<file path="config.mk">
export PLATFORM = sky130hd
export DESIGN_NAME = program_loader
export DESIGN_NICKNAME = d
export VERILOG_FILES = /design/src/rtl/program_loader.sv
export SDC_FILE = /design/constraint.sdc
export NUM_CORES = 1
export LEC_CHECK = 0
export CORE_MARGIN = 5
export CORE_UTILIZATION = 40
export DETAILED_ROUTE_END_ITERATION = 8
export GPL_TIMING_DRIVEN = 0
export PLACE_DENSITY = 0.61
export RECOVER_POWER = 100
export SYNTH_ARGS = -nofsm -noshare
export SYNTH_HDL_FRONTEND = slang
export SYNTH_SLANG_ARGS = --single-unit
</file>
<file path="constraint.sdc">
create_clock -name clk -period 2.5 [get_ports clk]
set_clock_uncertainty 0.1 [all_clocks]
set_input_delay 0.25 -clock clk [delete_from_list [all_inputs] [get_ports clk]]
set_output_delay 0.25 -clock clk [all_outputs]
set_load 0.03 [all_outputs]
</file>
<file path="src/rtl/program_loader.sv">
// Byte-stream program loader: parses a 16-bit little-endian word count, then
// assembles little-endian 32-bit words and writes them to consecutive word addresses.
module program_loader #(
    parameter int ADDR_WIDTH     = 10,
    parameter int BASE_ADDR      = 0,
    parameter int TIMEOUT_CYCLES = 1000000
) (
    input  logic                  clk,
    input  logic                  i_rst_n,
    input  logic                  i_start,
    input  logic [7:0]            i_rx_data,
    input  logic                  i_rx_valid,
    output logic [31:0]           o_mem_din,
    output logic [ADDR_WIDTH-1:0] o_mem_waddr,
    output logic [1:0]            o_mem_size,
    output logic                  o_mem_wen,
    output logic                  o_busy,
    output logic                  o_done,
    output logic                  o_error,
    output logic [1:0]            o_error_code,
    output logic [15:0]           o_word_count,
    output logic [2:0]            o_dbg_state
);

    typedef enum logic [2:0] {
        S_IDLE, S_LEN_LO, S_LEN_HI, S_DATA, S_DONE, S_ERROR
    } state_t;

    localparam int TW = $clog2(TIMEOUT_CYCLES + 1);
    // The timeout fires on the edge where the idle counter would reach TIMEOUT_CYCLES-1.
    localparam logic [TW-1:0] TIMER_LAST = TW'(TIMEOUT_CYCLES - 2);
    localparam logic [63:0]   CAP        = ((64'd1 << ADDR_WIDTH) - 64'(BASE_ADDR)) >> 2;

    state_t                  state, state_next;
    logic [TW-1:0]           timer;
    logic [1:0]              lane;
    logic [23:0]             asm_word;
    logic [7:0]              len_lo;
    logic [15:0]             n_words;
    logic [ADDR_WIDTH-1:0]   ptr;

    logic                    load, write_word, timeout, oversize, busy, timer_hit;
    logic [15:0]             header;

    assign header      = {i_rx_data, len_lo};
    assign timer_hit   = (timer == TIMER_LAST);
    assign busy        = (state == S_LEN_LO) || (state == S_LEN_HI) || (state == S_DATA);
    assign o_busy      = busy;
    assign o_done      = (state == S_DONE);
    assign o_error     = (state == S_ERROR);
    assign o_mem_size  = 2'b11;
    assign o_dbg_state = state;

    always_comb begin
        state_next = state;
        load       = 1'b0;
        write_word = 1'b0;
        timeout    = 1'b0;
        oversize   = 1'b0;
        case (state)
            S_IDLE, S_DONE, S_ERROR: begin
                if (i_start) begin
                    state_next = S_LEN_LO;
                    load       = 1'b1;
                end
            end
            S_LEN_LO: begin
                if (i_rx_valid) begin
                    state_next = S_LEN_HI;
                end else if (timer_hit) begin
                    state_next = S_ERROR;
                    timeout    = 1'b1;
                end
            end
            S_LEN_HI: begin
                if (i_rx_valid) begin
                    if (header == 16'd0) begin
                        state_next = S_DONE;
                    end else if (64'(header) > CAP) begin
                        state_next = S_ERROR;
                        oversize   = 1'b1;
                    end else begin
                        state_next = S_DATA;
                    end
                end else if (timer_hit) begin
                    state_next = S_ERROR;
                    timeout    = 1'b1;
                end
            end
            S_DATA: begin
                if (i_rx_valid) begin
                    if (lane == 2'd3) begin
                        write_word = 1'b1;
                        if (o_word_count + 16'd1 == n_words) state_next = S_DONE;
                    end
                end else if (timer_hit) begin
                    state_next = S_ERROR;
                    timeout    = 1'b1;
                end
            end
            default: state_next = S_IDLE;
        endcase
    end

    always_ff @(posedge clk) begin
        if (!i_rst_n) begin
            state        <= S_IDLE;
            timer        <= '0;
            lane         <= 2'd0;
            asm_word     <= 24'd0;
            len_lo       <= 8'd0;
            n_words      <= 16'd0;
            ptr          <= '0;
            o_mem_din    <= 32'd0;
            o_mem_waddr  <= '0;
            o_mem_wen    <= 1'b0;
            o_error_code <= 2'b00;
            o_word_count <= 16'd0;
        end else begin
            state     <= state_next;
            o_mem_wen <= write_word;

            if (load) begin
                timer        <= '0;
                lane         <= 2'd0;
                o_word_count <= 16'd0;
                o_error_code <= 2'b00;
                ptr          <= ADDR_WIDTH'(BASE_ADDR);
            end else if (busy) begin
                timer <= i_rx_valid ? '0 : timer + TW'(1);
            end

            if (state == S_LEN_LO && i_rx_valid) len_lo <= i_rx_data;
            if (state == S_LEN_HI && i_rx_valid) n_words <= header;

            // Lanes 0-2 are buffered; lane 3 completes the word straight into the output register.
            if (state == S_DATA && i_rx_valid) begin
                lane <= lane + 2'd1;
                case (lane)
                    2'd0: asm_word[7:0]   <= i_rx_data;
                    2'd1: asm_word[15:8]  <= i_rx_data;
                    2'd2: asm_word[23:16] <= i_rx_data;
                    default: begin
                        o_mem_din    <= {i_rx_data, asm_word};
                        o_mem_waddr  <= ptr;
                        ptr          <= ptr + ADDR_WIDTH'(4);
                        o_word_count <= o_word_count + 16'd1;
                    end
                endcase
            end

            if (oversize) o_error_code <= 2'b01;
            if (timeout)  o_error_code <= 2'b10;
        end
    end

endmodule

</file>
==> key figures <==
Timing
  • Tmin final: 2410 ps
  • Slew margin rel.: 42.1%
  • Final Hold Viols: 0
  • Worst-Margin Slew: 861 ps
  • Endpoints failing setup: 0
  • Max Fclk: 415 MHz
  • Fin crit share: 96.4%
  • RSZ-0062 raised after global routing: true
  • Final slew viol count: 0
  • Setup Total Neg Slack: 0 ps

Power and ir drop
  • Internal power: 3.96 mW
  • Switching share of power: 22.6%
  • Final Power: 5.12 mW
  • Combinational power share: 6.2%
  • Leakage: 2.98 nW
  • PD cells: 636 nW/um^2
  • VDD IR-drop max: 0.572 mV
  • Clock network power share: 48.3%
  • Sequential Power Share: 45.5%
  • Psw: 1.16 mW

Setup path
  • Endpoint class of the critical path: output pin
  • WS Path Type: reg -> out
  • Worst path max stage delay: 630 ps
  • CP Launch Type: flop
  • CP delay by family, top: buffers and inverters
  • Worst path required time: 2150 ps
  • CP max-delay cell: clkdlybuf4s50_1
  • WP data arrival: 2060 ps
  • CP max FO: 10
  • Reg-to-reg critical path startpoint: o_word_count[1]
  • FF-to-FF End: o_dbg_state[0]
  • Buf+Inv Stages, Crit Path: 3
  • R2R setup slack: 120 ps
  • Worst Reg-to-Reg Cells: 8
  • Critical Path, Cell by Cell: buf_2 -> o21bai_1 -> inv_1 -> clkdlybuf4s50_1

Route
  • Post-DR wirelength/cell: 16.0 um
  • ANT nets after route: 0
  • Via count: 5861
  • Initial drt markers: 456
  • Drt via density: 5.22
  • DRT Pass-1 Iters: 5
  • # DRC: 0
  • DRT Wirelength: 18000 um

Synthesis
  • Yosys top cell area share: 45.4%
  • Primary FF master, synth: dfxtp_1
  • Ys Warns: 0
  • Seq cells post-synth: 144
  • Post-synthesis cell type count: 62
  • Mapped cell area: 6350 sq um
  • Mean post-synth cell area: 7.97 sq um
  • List of most frequent post-synthesis cells: 179 x nand2_1, 144 x dfxtp_1, 118 x a21oi_1
  • Cell taking the most area after synthesis: dfxtp_1
  • Synth area leaders: dfxtp_1 45%, nand2_1 11%, a21oi_1 9.3%
  • Number of synthesized flops with an enable pin: 0
  • Cells after Synth: 797
  • Most frequent cell after synthesis: nand2_1
  • Seq/Total Area, Yosys: 45.4%
  • Ys async rst share: 0%

Clock network
  • CTS Sinks: 144
  • Clk root buf: clkbuf_16
  • CTS tree: done
  • Total CTS buffers: 17
  • H-tree depth: 4
  • Hold-fix buffers at CTS: 0
  • Clock slew at reported path FFs: 60 ps
  • Clock latency on the worst-skew pair: 420 ps
  • CTS max path bufs: 2

Finish
  • Cell Count, Final, Fillers Out: 1122
  • Fillers: 1577
  • NumNets Final: 916
  • Fraction of layout cells with a size suffix above 1: 8.83%
  • Final cell utilization of the core: 51.3%
  • N_diodes: 0
  • Synth-to-Final Area Change: 26.7%

Min path
  • Worst min path class: in -> reg
  • WHS Path Cells: 3
  • Hold path startpoint: i_rx_data[0]
  • WHS Endpoint: n_words[8]

Die
  • DIE WIDTH: 136 um
  • # IOs: 81
  • Die Ht: 136 um
  • # rows: 46
  • Initial Util: 40.4%
  • Core Box Area: 15700 sq um
  • Die Area: 18500 sq um

Placement
  • DP Cell Count: 1090
  • Port Buf Inserts: 76
  • Final GP Congestion: 0.881
  • HPWL Detailed: 12700 um

Global route
  • Number of global-route vias before repair: 5390
  • GR Util met1: 28.2%
  • Total grt overflow: 0
  • Tot GR Track Use: 19.9%
  • Largest net degree at the start of global routing: 17
  • Initial antenna violation count: 0
  • GR Util met2: 30.5%
  • First-pass GRT wire length: 28900 um
  • Busiest grt layer: met2
  • GR Layer Usage met3: 4.70%

Run status
  • Outcome: completed

Flow run
  • Max-cap violations: 0
worst max path at each step:
stage | cells after the start | start | to
2_1_floorplan | 9 | o_word_count[1] | o_dbg_state[2]
3_3_place_gp | 8 | o_word_count[1] | o_dbg_state[0]
3_5_place_dp | 8 | o_word_count[1] | o_dbg_state[0]
4_1_cts | 7 | o_dbg_state[2] | timer[12]
5_1_grt | 6 | o_dbg_state[1] | n_words[11]
6_report | 4 | o_dbg_state[1] | o_busy
power groups by stage:
stage	logic, mW	registers (mW)	clock network [mW]
6_report	0.318	2.33	2.47
3_5_place_dp	0.303	2.38	0
3_3_place_gp	0.302	2.38	0
4_1_cts	0.306	2.33	2.51
5_1_grt	0.345	2.33	2.63
2_1_floorplan	0.173	2.38	0
final cells by class:
type,count,area [sq um],share of cell area (%)
Clock buffer,23,488,6.06
Multi-Input combinational cell,584,3210,39.8
Inverter,11,41.3,0.513
Buffer,58,289,3.59
Tap cell,216,270,3.36
Sequential cell,144,2890,35.8
Clock inverter,6,82.6,1.03
Timing Repair Buffer,80,791,9.82
sequential cells by signal, summed over array words and instances, names as in the netlist:
name and flops:
timer 20, lane 2, o_mem_wen 1, n_words 16, o_error_code 2, o_mem_din 32
ptr 10, o_mem_waddr 10, len_lo 8, o_dbg_state 3, o_word_count 16, asm_word 24
tightest hold or removal path, delay by kind of cell:
family / cells / cell delay, ps
buffers and inverters: 1 / 280
AND/OR/NAND/NOR: 1 / 140
AO/OA/AOI/OAI: 1 / 60
logic make-up (layout without fill, tap and decap cells):
logic type / Yosys count / after routing / synth area share (%)
mux: 9 / 9 / 1.44
simple gates: 361 / 361 / 26.5
other cells: 1 / 2 / 0.0590
flops: 144 / 144 / 45.4
compound gates: 167 / 167 / 14.8
buf+inv: 70 / 178 / 4.86
fa+ha+maj: 8 / 8 / 1.58
xor+xnor: 37 / 37 / 5.32
per-stage QoR:
stage                     instance area, sq um  hold slack [ps]  setup WS, ps
after floorplan                           6360              286          87.9
after global placement                    7390              344          -212
after detailed placement                  7390              348          -209
after CTS                                 7980              261         -22.6
after global routing                      8050              298         -20.0
final                                     8050              261          89.8
cells in the final DEF (no fill, tap or decap), types with 10 or more instances in the layout:
| cell type | instances |
|---|---|
| buf_4 | 11 |
| nor2_1 | 52 |
| and3_1 | 14 |
| clkbuf_2 | 12 |
| clkbuf_1 | 26 |
| xor2_1 | 20 |
| nand2_1 | 178 |
| dfxtp_1 | 142 |
| dlygate4sd3_1 | 61 |
| o21ai_0 | 20 |
| clkbuf_16 | 17 |
| nor3_1 | 11 |
| nand4_1 | 17 |
| a21oi_1 | 117 |
| xnor2_1 | 16 |
| inv_1 | 10 |
| clkdlybuf4s50_1 | 15 |
| nand3_1 | 42 |
routing by layer:
metal / routed length (um) / share of wire (%)
met5: 0 / 0
met4: 199 / 1.1
met3: 961 / 5.3
met2: 8200 / 46
met1: 8610 / 48
repair_timing:
action | in CTS | in global routing
buffers inserted | 0 | 4
resized for setup | 6 | 25
setup endpoints to repair | 11 | 88
hold endpoints to repair | 0 | 0
pin swaps | 0 | 1
(Power assumes the default switching activity.)
